## config.mk

```make
export PLATFORM = sky130hd
export DESIGN_NAME = alu_exec_unit
export DESIGN_NICKNAME = d
export VERILOG_FILES = /design/src/rtl/alu_exec_unit.sv
export SDC_FILE = /design/constraint.sdc
export NUM_CORES = 1
export LEC_CHECK = 0
export BUFFER_PORTS_ARGS = -buffer_cell sky130_fd_sc_hd__buf_2
export CORE_MARGIN = 2
export CORE_UTILIZATION = 50
export CTS_BUF_LIST = sky130_fd_sc_hd__clkbuf_4 sky130_fd_sc_hd__clkbuf_8 sky130_fd_sc_hd__clkbuf_16
export CTS_CLUSTER_SIZE = 12
export DETAILED_ROUTE_END_ITERATION = 6
export PLACE_DENSITY = 0.8
export SYNTH_ARGS = -nofsm -noshare
export SYNTH_HDL_FRONTEND = slang
export SYNTH_SLANG_ARGS = --single-unit
```

## constraint.sdc

```tcl
create_clock -name clk -period 12 [get_ports clk]
set_clock_uncertainty 0.1 [all_clocks]
set_input_delay 1.8 -clock clk [delete_from_list [all_inputs] [get_ports clk]]
set_output_delay 1.8 -clock clk [all_outputs]
set_load 0.01 [all_outputs]
```

## src/rtl/alu_exec_unit.sv

```systemverilog
// Two-stage handshaked ALU execution unit: stage 1 captures a tagged request, stage 2
// computes the result and flags into the output registers under valid/ready backpressure.
module alu_exec_unit #(
  parameter int WIDTH = 32,
  parameter int SHAMT = 2,
  parameter int TAG_W = 4
) (
  input  logic             clk,
  input  logic             rst_n,
  input  logic             in_valid,
  output logic             in_ready,
  input  logic [WIDTH-1:0] in_a,
  input  logic [WIDTH-1:0] in_b,
  input  logic [4:0]       in_sel,
  input  logic [TAG_W-1:0] in_tag,
  output logic             out_valid,
  input  logic             out_ready,
  output logic [WIDTH-1:0] out_f,
  output logic [TAG_W-1:0] out_tag,
  output logic             out_zero,
  output logic             out_carry,
  output logic             out_illegal,
  output logic [15:0]      done_cnt
);

  localparam logic [1:0] CLS_ARITH = 2'b00;
  localparam logic [1:0] CLS_SHIFT = 2'b01;
  localparam logic [1:0] CLS_LOGIC = 2'b10;

  // Returns {carry, result}; carry is the top bit of the WIDTH+1-bit sum.
  function automatic logic [WIDTH:0] arith_op(input logic [WIDTH-1:0] a,
                                               input logic [WIDTH-1:0] b,
                                               input logic [2:0]       code);
    logic [WIDTH:0] ax;
    logic [WIDTH:0] bx;
    logic [WIDTH:0] bn;
    logic [WIDTH:0] one;
    logic [WIDTH:0] r;
    ax  = {1'b0, a};
    bx  = {1'b0, b};
    bn  = {1'b0, ~b};
    one = {{WIDTH{1'b0}}, 1'b1};
    r   = '0;
    case (code)
      3'd0:    r = ax + bx;
      3'd1:    r = ax + bx + one;
      3'd2:    r = ax + bn + one;
      3'd3:    r = ax + bn;
      3'd4:    r = ax + one;
      3'd5:    r = ax + {1'b0, {WIDTH{1'b1}}};
      3'd6:    r = ax;
      default: r = '0;
    endcase
    return r;
  endfunction

  function automatic logic [WIDTH-1:0] logic_op(input logic [WIDTH-1:0] a,
                                                input logic [WIDTH-1:0] b,
                                                input logic [1:0]       code);
    logic [WIDTH-1:0] r;
    case (code)
      2'd0:    r = a & b;
      2'd1:    r = a | b;
      2'd2:    r = a ^ b;
      default: r = ~a;
    endcase
    return r;
  endfunction

  function automatic logic [WIDTH-1:0] shift_op(input logic [WIDTH-1:0] a,
                                                input logic             right);
    return right ? (a >> SHAMT) : (a << SHAMT);
  endfunction

  logic             vld_p1;
  logic [WIDTH-1:0] a_p1;
  logic [WIDTH-1:0] b_p1;
  logic [4:0]       sel_p1;
  logic [TAG_W-1:0] tag_p1;

  logic             adv_p2;
  logic             adv_p1;
  logic [WIDTH-1:0] res_f;
  logic             res_carry;
  logic             res_illegal;

  assign adv_p2   = !out_valid || out_ready;
  assign adv_p1   = !vld_p1 || adv_p2;
  assign in_ready = rst_n && adv_p1;

  // ---- stage 1: request capture ----
  always_ff @(posedge clk or negedge rst_n) begin
    if (!rst_n) begin
      vld_p1 <= 1'b0;
    end else if (adv_p1) begin
      vld_p1 <= in_valid;
    end
  end

  always_ff @(posedge clk) begin
    if (adv_p1 && in_valid) begin
      a_p1   <= in_a;
      b_p1   <= in_b;
      sel_p1 <= in_sel;
      tag_p1 <= in_tag;
    end
  end

  // ---- stage 2: compute ----
  always_comb begin
    res_f       = '0;
    res_carry   = 1'b0;
    res_illegal = 1'b0;
    case (sel_p1[4:3])
      CLS_ARITH: {res_carry, res_f} = arith_op(a_p1, b_p1, {sel_p1[0], sel_p1[1], sel_p1[2]});
      CLS_LOGIC: res_f = logic_op(a_p1, b_p1, {sel_p1[0], sel_p1[1]});
      CLS_SHIFT: res_f = shift_op(a_p1, sel_p1[1]);
      default:   res_illegal = 1'b1;
    endcase
  end

  // ---- stage 2: output registers ----
  always_ff @(posedge clk or negedge rst_n) begin
    if (!rst_n) begin
      out_valid   <= 1'b0;
      out_f       <= '0;
      out_tag     <= '0;
      out_zero    <= 1'b0;
      out_carry   <= 1'b0;
      out_illegal <= 1'b0;
    end else if (adv_p2) begin
      out_valid <= vld_p1;
      if (vld_p1) begin
        out_f       <= res_f;
        out_tag     <= tag_p1;
        out_zero    <= (res_f == '0);
        out_carry   <= res_carry;
        out_illegal <= res_illegal;
      end
    end
  end

  always_ff @(posedge clk or negedge rst_n) begin
    if (!rst_n) begin
      done_cnt <= '0;
    end else if (out_valid && out_ready) begin
      done_cnt <= done_cnt + 16'd1;
    end
  end

endmodule

```

==> flow_metrics.env, run 1 <==
export IMPL_timing_rr_end="out_zero"
export IMPL_crit_arrival_ns=6.59
export IMPL_vdd_drop_max_mv=0.0931
export IMPL_grt_overflow_total=0
export IMPL_place_hpwl_um=42700
export IMPL_simple_logic_cell_fraction_of_the_synthesized_area_pct=20.0
export IMPL_synthMuxAreaShare_pct=2.99
export IMPL_timing_reg2reg_worst_path_depth=19
export IMPL_fillCellCount=2808
export IMPL_floorplan_initialDensity_pct=50.8
export IMPL_antenna_found_initial=0
export IMPL_max_cap_viol_count=0
export IMPL_timing_hold_worst_endpoint="out_tag[3]"
export IMPL_cts_resized_gates=0
export IMPL_hold_start="tag_p1[3]"
export IMPL_postSynthAreaPerCell_um2=7.93
export IMPL_via_count_of_the_first_global_routing_pass=15000
export IMPL_synth_top_family_by_area="compound AO/OA/AOI/OAI gates"
export IMPL_cts_made_buffers=17
export IMPL_clock_insertion_delay_worst_skew_ns=0.46
export IMPL_tritoncts_clock_tree="yes"
export IMPL_mappedNetlistArea_um2=15100
export IMPL_cp_slowest_cell="a2111oi_0"
export IMPL_grt_max_degree=74
export IMPL_timing_rr_start="sel_p1[1]"
export IMPL_post_drt_wl_per_cell_um=24.2
export IMPL_cts_buffer_depth=2
export IMPL_seq_area_um2=3620
export IMPL_fin_crit_ns=6.32
export IMPL_drt_first_iter_violations=2429
export IMPL_report_final_slew_viol_count=0
export IMPL_crit_path_cell_trace="buf_4, buf_4, nand2b_1, nor2_2, buf_4, fa_1, a211oi_1, o21bai_1, a2111o_1, and3_1, a2111oi_0, nor2_1, xnor2_1, nand2_1, a32o_1, o211ai_1, a211oi_1, nand4_1, o41ai_2"
export IMPL_avgViaCountPerCell=6.87
export IMPL_postSynth_topFlopCell="edfxtp_1"
export IMPL_synthTopCellsByCount="nand2_1 (187), a21oi_1 (147), ha_1 (138)"
export IMPL_horizontal_die_dimension_um=178
export IMPL_die_area_um2=31600
export IMPL_yosysSeqAreaShare_pct=24.0
export IMPL_wl_um=57400
export IMPL_finalPower_mw=1.95
export IMPL_total_leakage_power_nw=7.07
export IMPL_worst_hold_path_type="reg -> reg"
export IMPL_yosysTopAreaCell="edfxtp_1"
export IMPL_synth_cell_type_count=88
export IMPL_tns_ns=0
export IMPL_postCtsHoldBufs=0
export IMPL_cellPowerDensity_nw_per_um2=117
export IMPL_gr_usage_total_pct=35.9
export IMPL_crit_type="reg -> reg"
export IMPL_critPathMaxStageDelay_ns=0.86
export IMPL_cp_top_family="compound AO/OA/AOI/OAI gates"
export IMPL_ios=134
export IMPL_synth_area_top_cells="edfxtp_1 (15%), ha_1 (11%), dfrtp_1 (9.4%)"
export IMPL_port_buffer_count=133
export IMPL_clock_tree_htree_level_count=4
export IMPL_number_of_cells_on_the_worst_hold_path=2
export IMPL_setup_violations=0
export IMPL_dieHeight_um=178
export IMPL_outcome="completed"
export IMPL_clk_pin_slew_worst_paths_ns=0.08
export IMPL_grt_pass1_wl_um=86900
export IMPL_synth_ff_latch_count=130
export IMPL_area_growth_pct=10.1
export IMPL_post_synth_fa_ha_maj_area_fraction_pct=11.8
export IMPL_antenna_left=0
export IMPL_tightest_slew_margin_relative_to_the_limit_pct=30.4
export IMPL_layout_worst_path_cycle_share_pct=52.6
export IMPL_layout_nets=2186
export IMPL_worst_slew_pin_transition_ns=1.04
export IMPL_critical_path_rt_ns=12.27
export IMPL_r2r_slack_ns=5.68
export IMPL_numClockSinks=130
export IMPL_synth_fp_nets=2121
export IMPL_cts_setup_buffers=0
export IMPL_layout_drive_gt1_share_pct=12.6
export IMPL_critical_path_n_buffers_inverters=3
export IMPL_place_congestion=1.02
export IMPL_drc_errors=0
export IMPL_synth_compound_area_share_pct=30.3
export IMPL_critPathCaptureType="flop"
export IMPL_dominant_cell_by_count_in_the_synthesized_netlist="nand2_1"
export IMPL_core_um2=29700
export IMPL_report_final_hold_viol_count=0
export IMPL_grt_setup_unrepaired="false"
export IMPL_postSynthCellCount=1903
export IMPL_detailroute_via_count=16300
export IMPL_critical_path_max_fanout=56
export IMPL_std_cell_rows=63
export IMPL_drt_first_pass_iters=7
export IMPL_post_synth_top_area_fraction_pct=14.5
export IMPL_synth_edff_count=73
export IMPL_n_antenna_cell=0
export IMPL_crit_top_cell="buf_4"
export IMPL_root_buffer="clkbuf_16"
export IMPL_multiInputGateArea_um2=10600
export IMPL_fmaxAchievable_mhz=158
export IMPL_startpoint_type="flop"
export IMPL_yosysWarningCount=0
export IMPL_synth_xor_area_share_pct=5.28
export IMPL_postSynth_asyncResetShare_pct=43.8
==> report_power, final <==
part           internal [mW]  leakage (nW)  total, mW  switching, mW
Combinational          0.290          5.35      0.819          0.529
Clock                  0.309         0.296      0.541          0.232
Sequential             0.529          1.43      0.588         0.0588
==> layout by cell type (no fill, tap or decap), types with 16 or more instances in the layout <==
cell / netlist / layout
a211oi_1: 31 / 31
a21o_1: 36 / 36
a21oi_1: 147 / 147
and2_1: 18 / 17
buf_2: 11 / 133
buf_4: 1 / 26
clkbuf_16: 0 / 18
dfrtp_1: 57 / 57
edfxtp_1: 73 / 73
ha_1: 138 / 138
inv_1: 106 / 106
mux2i_1: 26 / 26
nand2_1: 187 / 187
nand2b_1: 19 / 19
nand3_1: 52 / 52
nand4_1: 32 / 32
nor2_1: 123 / 122
nor2b_1: 16 / 16
nor3_1: 54 / 52
nor4_1: 21 / 21
o211ai_1: 47 / 47
o21a_1: 21 / 21
o21ai_0: 135 / 135
o221ai_1: 17 / 17
o22ai_1: 19 / 19
o31ai_1: 26 / 26
or3_1: 24 / 24
xnor2_1: 64 / 64
xor2_1: 27 / 27
==> flip-flops by register name, indices dropped and copies added, names as in the netlist, 4 cells and up <==
signal / cells
a_p1: 32
b_p1: 32
done_cnt: 16
out_f: 32
out_tag: 4
sel_p1: 5
tag_p1: 4
==> kinds of logic (layout without fill, tap and decap cells) <==
logic type	Yosys count	after routing
AND/OR/NAND/NOR	611	611
XOR/XNOR	91	91
multiplexers	40	40
flip-flops	130	130
buffers and inverters	223	301
adder cells (fa/ha/maj)	141	141
AO/OA/AOI/OAI	667	667
==> routing by layer <==
metal / vias to the layer above / track usage, % / wire (µm) / part of all wire [%]
met3: 140 / 8.14 / 7310 / 13
li1: 7308 / - / - / -
met5: - / 0 / 0 / 0
met2: 1067 / 53.7 / 24400 / 43
met1: 7773 / 51.1 / 24200 / 42
met4: 0 / 11.2 / 1520 / 2.6
==> worst max-delay path by stage <==
stage / startpoint / endpoint / cells past startpoint
after floorplan: sel_p1[1] / out_zero / 19
after global placement: sel_p1[1] / out_zero / 19
after detailed placement: sel_p1[1] / out_zero / 19
after CTS: sel_p1[1] / out_zero / 19
after global routing: sel_p1[1] / out_zero / 19
final: sel_p1[1] / out_zero / 19
==> tightest hold or removal path, stage by stage, from the launching register on <==
cell,delay (ns)
edfxtp_1,0.33
nand2_1,0.05
nand2_1,0.05
==> per-stage QoR <==
step | worst slack (ns) | instance area [µm²] | hold slack (ns) | instances | util [%]
after CTS | 5.79 | 16600 | 0.367 | 2371 | 55.9
final | 5.68 | 16600 | 0.359 | 2371 | 55.9
after floorplan | 6.58 | 15100 | 0.315 | 1903 | -
after global placement | 5.92 | 16000 | 0.317 | 2339 | 53.9
after global routing | 5.31 | 16600 | 0.383 | 2371 | 55.9
after detailed placement | 5.80 | 16000 | 0.352 | 2339 | 53.9
==> layout make-up <==
type                    count  share of cell area [%]
well taps                 390                    2.94
repair buffers            159                    5.18
multi-input cells        1550                    64.1
inverters                 110                    2.48
clock buffers              20                    2.84
flip-flops and latches    130                    21.8
clock inverters            12                   0.715
Power figures use the tool's default switching activity.
==> inputs of run 2 (changes only) <==
Settings changed: PLACE_DENSITY 0.8 to 0.82.
Clock period 12 ns to 5.6 ns, I/O delays scaled along.
==> run 2 against run 1 <==
  * The flow now finishes with violations (design-rule violations)
  * Non-clock buffer count rose by 118
  * Clock power is 120% higher
  * Count of clock-buffer cells in the layout fell by 2
==> flow_metrics.env, run 2 (synthesis gave the netlist of run 1 again) <==
export IMPL_outcome="finished, violations left"
export IMPL_violations="design-rule violations"
export IMPL_clk_pin_slew_worst_paths_ns=0.06
export IMPL_port_buffer_count=133
export IMPL_dp_slack_ns=0.0978
export IMPL_floorplan_initialDensity_pct=50.8
export IMPL_timing_reg2reg_worst_path_depth=16
export IMPL_grt_overflow_total=0
export IMPL_ios=134
export IMPL_numClockSinks=130
export IMPL_antenna_found_initial=1
export IMPL_fmaxAchievable_mhz=188
export IMPL_cellPowerDensity_nw_per_um2=249
export IMPL_grt_setup_unrepaired="false"
export IMPL_layout_worst_path_cycle_share_pct=94.9
export IMPL_cts_made_buffers=17
export IMPL_critPathCaptureType="flop"
export IMPL_via_count_of_the_first_global_routing_pass=15500
export IMPL_dpl_cell_area_um2=16900
export IMPL_post_drt_wl_per_cell_um=25.0
export IMPL_drc_errors=2
export IMPL_total_leakage_power_nw=7.65
export IMPL_n_antenna_cell=0
export IMPL_number_of_cells_on_the_worst_hold_path=2
export IMPL_tns_ns=0
export IMPL_worst_hold_path_type="reg -> reg"
export IMPL_root_buffer="clkbuf_16"
export IMPL_layout_commonest_cell="nand2_1"
export IMPL_area_growth_pct=16.4
export IMPL_tightest_slew_margin_relative_to_the_limit_pct=19.3
export IMPL_layout_nets=2304
export IMPL_core_um2=29700
export IMPL_crit_arrival_ns=5.57
export IMPL_startpoint_type="flop"
export IMPL_die_area_um2=31600
export IMPL_fillCellCount=2690
export IMPL_critical_path_rt_ns=5.85
export IMPL_avgViaCountPerCell=6.73
export IMPL_place_congestion=1.03
export IMPL_grt_max_degree=74
export IMPL_worst_slack_ns=0.286
export IMPL_grt_pass1_wl_um=92800
export IMPL_postCtsHoldBufs=0
export IMPL_cts_buffer_depth=2
export IMPL_dieHeight_um=178
export IMPL_crit_end="out_zero"
export IMPL_setup_violations=0
export IMPL_max_cap_viol_count=0
export IMPL_horizontal_die_dimension_um=178
export IMPL_report_final_hold_viol_count=0
export IMPL_antenna_left=0
export IMPL_startpoint="b_p1[0]"
export IMPL_timing_rr_end="out_zero"
export IMPL_tritoncts_clock_tree="yes"
export IMPL_worst_slew_pin_transition_ns=1.21
export IMPL_clock_tree_htree_level_count=4
export IMPL_r2r_slack_ns=0.29
export IMPL_crit_type="reg -> reg"
export IMPL_largest_registers="a_p1 (32), b_p1 (32), out_f (32)"
export IMPL_place_hpwl_um=47500
export IMPL_critical_path_max_fanout=7
export IMPL_most_frequent_cells_in_the_layout="nand2_1 (187), a21oi_1 (146), buf_4 (144), ha_1 (138), o21ai_0 (135)"
export IMPL_drt_first_pass_iters=7
export IMPL_layout_drive_gt1_share_pct=17.8
export IMPL_drt_first_iter_violations=2277
export IMPL_detailroute_via_count=16800
export IMPL_wl_um=62300
export IMPL_timing_rr_start="b_p1[0]"
export IMPL_std_cell_rows=63
export IMPL_gr_usage_total_pct=38.9
export IMPL_vdd_drop_max_mv=0.234
export IMPL_fin_crit_ns=5.31
export IMPL_report_final_slew_viol_count=0
export IMPL_clock_insertion_delay_worst_skew_ns=0.48
export IMPL_total_non_filler_cell_area_in_the_finished_layout_um2=17600
## run 2: cell count changes in the layout (fill, tap and decap cells not counted), moves of 2 or more
cell	before	now
a211oi_4	0	2
buf_4	26	144
clkinv_4	4	0
inv_6	3	6
inv_8	1	4
nor4_1	21	19
nor4_2	2	4
## run 2: layout make-up
class	count	area (µm²)	area share, %
tap	390	488	2.78
clock buffer	18	450	2.56
sequential	130	3620	20.6
inverter	110	413	2.35
multi-input combinational	1550	10700	60.9
timing repair buffer	277	1750	9.94
clock inverter	14	155	0.883
## run 2: metal layers
layer  wire length, µm  GRT usage, %
met1             26100          54.4
met5                13             0
met3              7500          8.85
met2             26200          58.0
met4              2380          15.3
## run 2: worst min path at each step
stage / from / to
after CTS: tag_p1[1] / out_tag[1]
final: tag_p1[2] / out_tag[2]
after floorplan: tag_p1[0] / out_tag[0]
after global routing: tag_p1[3] / out_tag[3]
after detailed placement: tag_p1[1] / out_tag[1]
after global placement: tag_p1[0] / out_tag[0]
## run 2: worst max-delay path, stage by stage (launching register included)
cell      delay (ns)
edfxtp_1        0.37
inv_1           0.08
ha_1            0.21
fa_1            0.38
nor2b_1         0.19
o311ai_4        0.34
a211oi_4        0.14
o311a_1         0.31
or4b_4          0.55
or4b_4          0.55
or4_4           0.60
or3_4           0.37
nor4_2          0.28
nand2_1         0.12
xor2_1          0.16
o21ai_1         0.11
o41ai_2         0.34
## run 2: where the power goes
part           total (mW)  switching, mW  internal, mW
clock                1.20          0.537         0.660
sequential           1.24          0.103          1.13
combinational        1.94           1.22         0.720
total                4.37           1.86          2.51
## run 2: per-stage QoR
stage	cells	hold WS [ns]	total power, mW	utilization, %
6_report	2489	0.354	4.37	59.1
5_1_grt	2489	0.370	4.56	59.1
4_1_cts	2487	0.353	4.31	58.9
3_5_place_dp	2455	0.336	3.11	56.9
3_3_place_gp	2455	0.320	3.07	56.9
2_1_floorplan	1903	0.315	2.40	-
## run 2: repair_timing
action	CTS	global route
buffers inserted	0	2
setup endpoints to repair	0	4
resized for setup	0	8
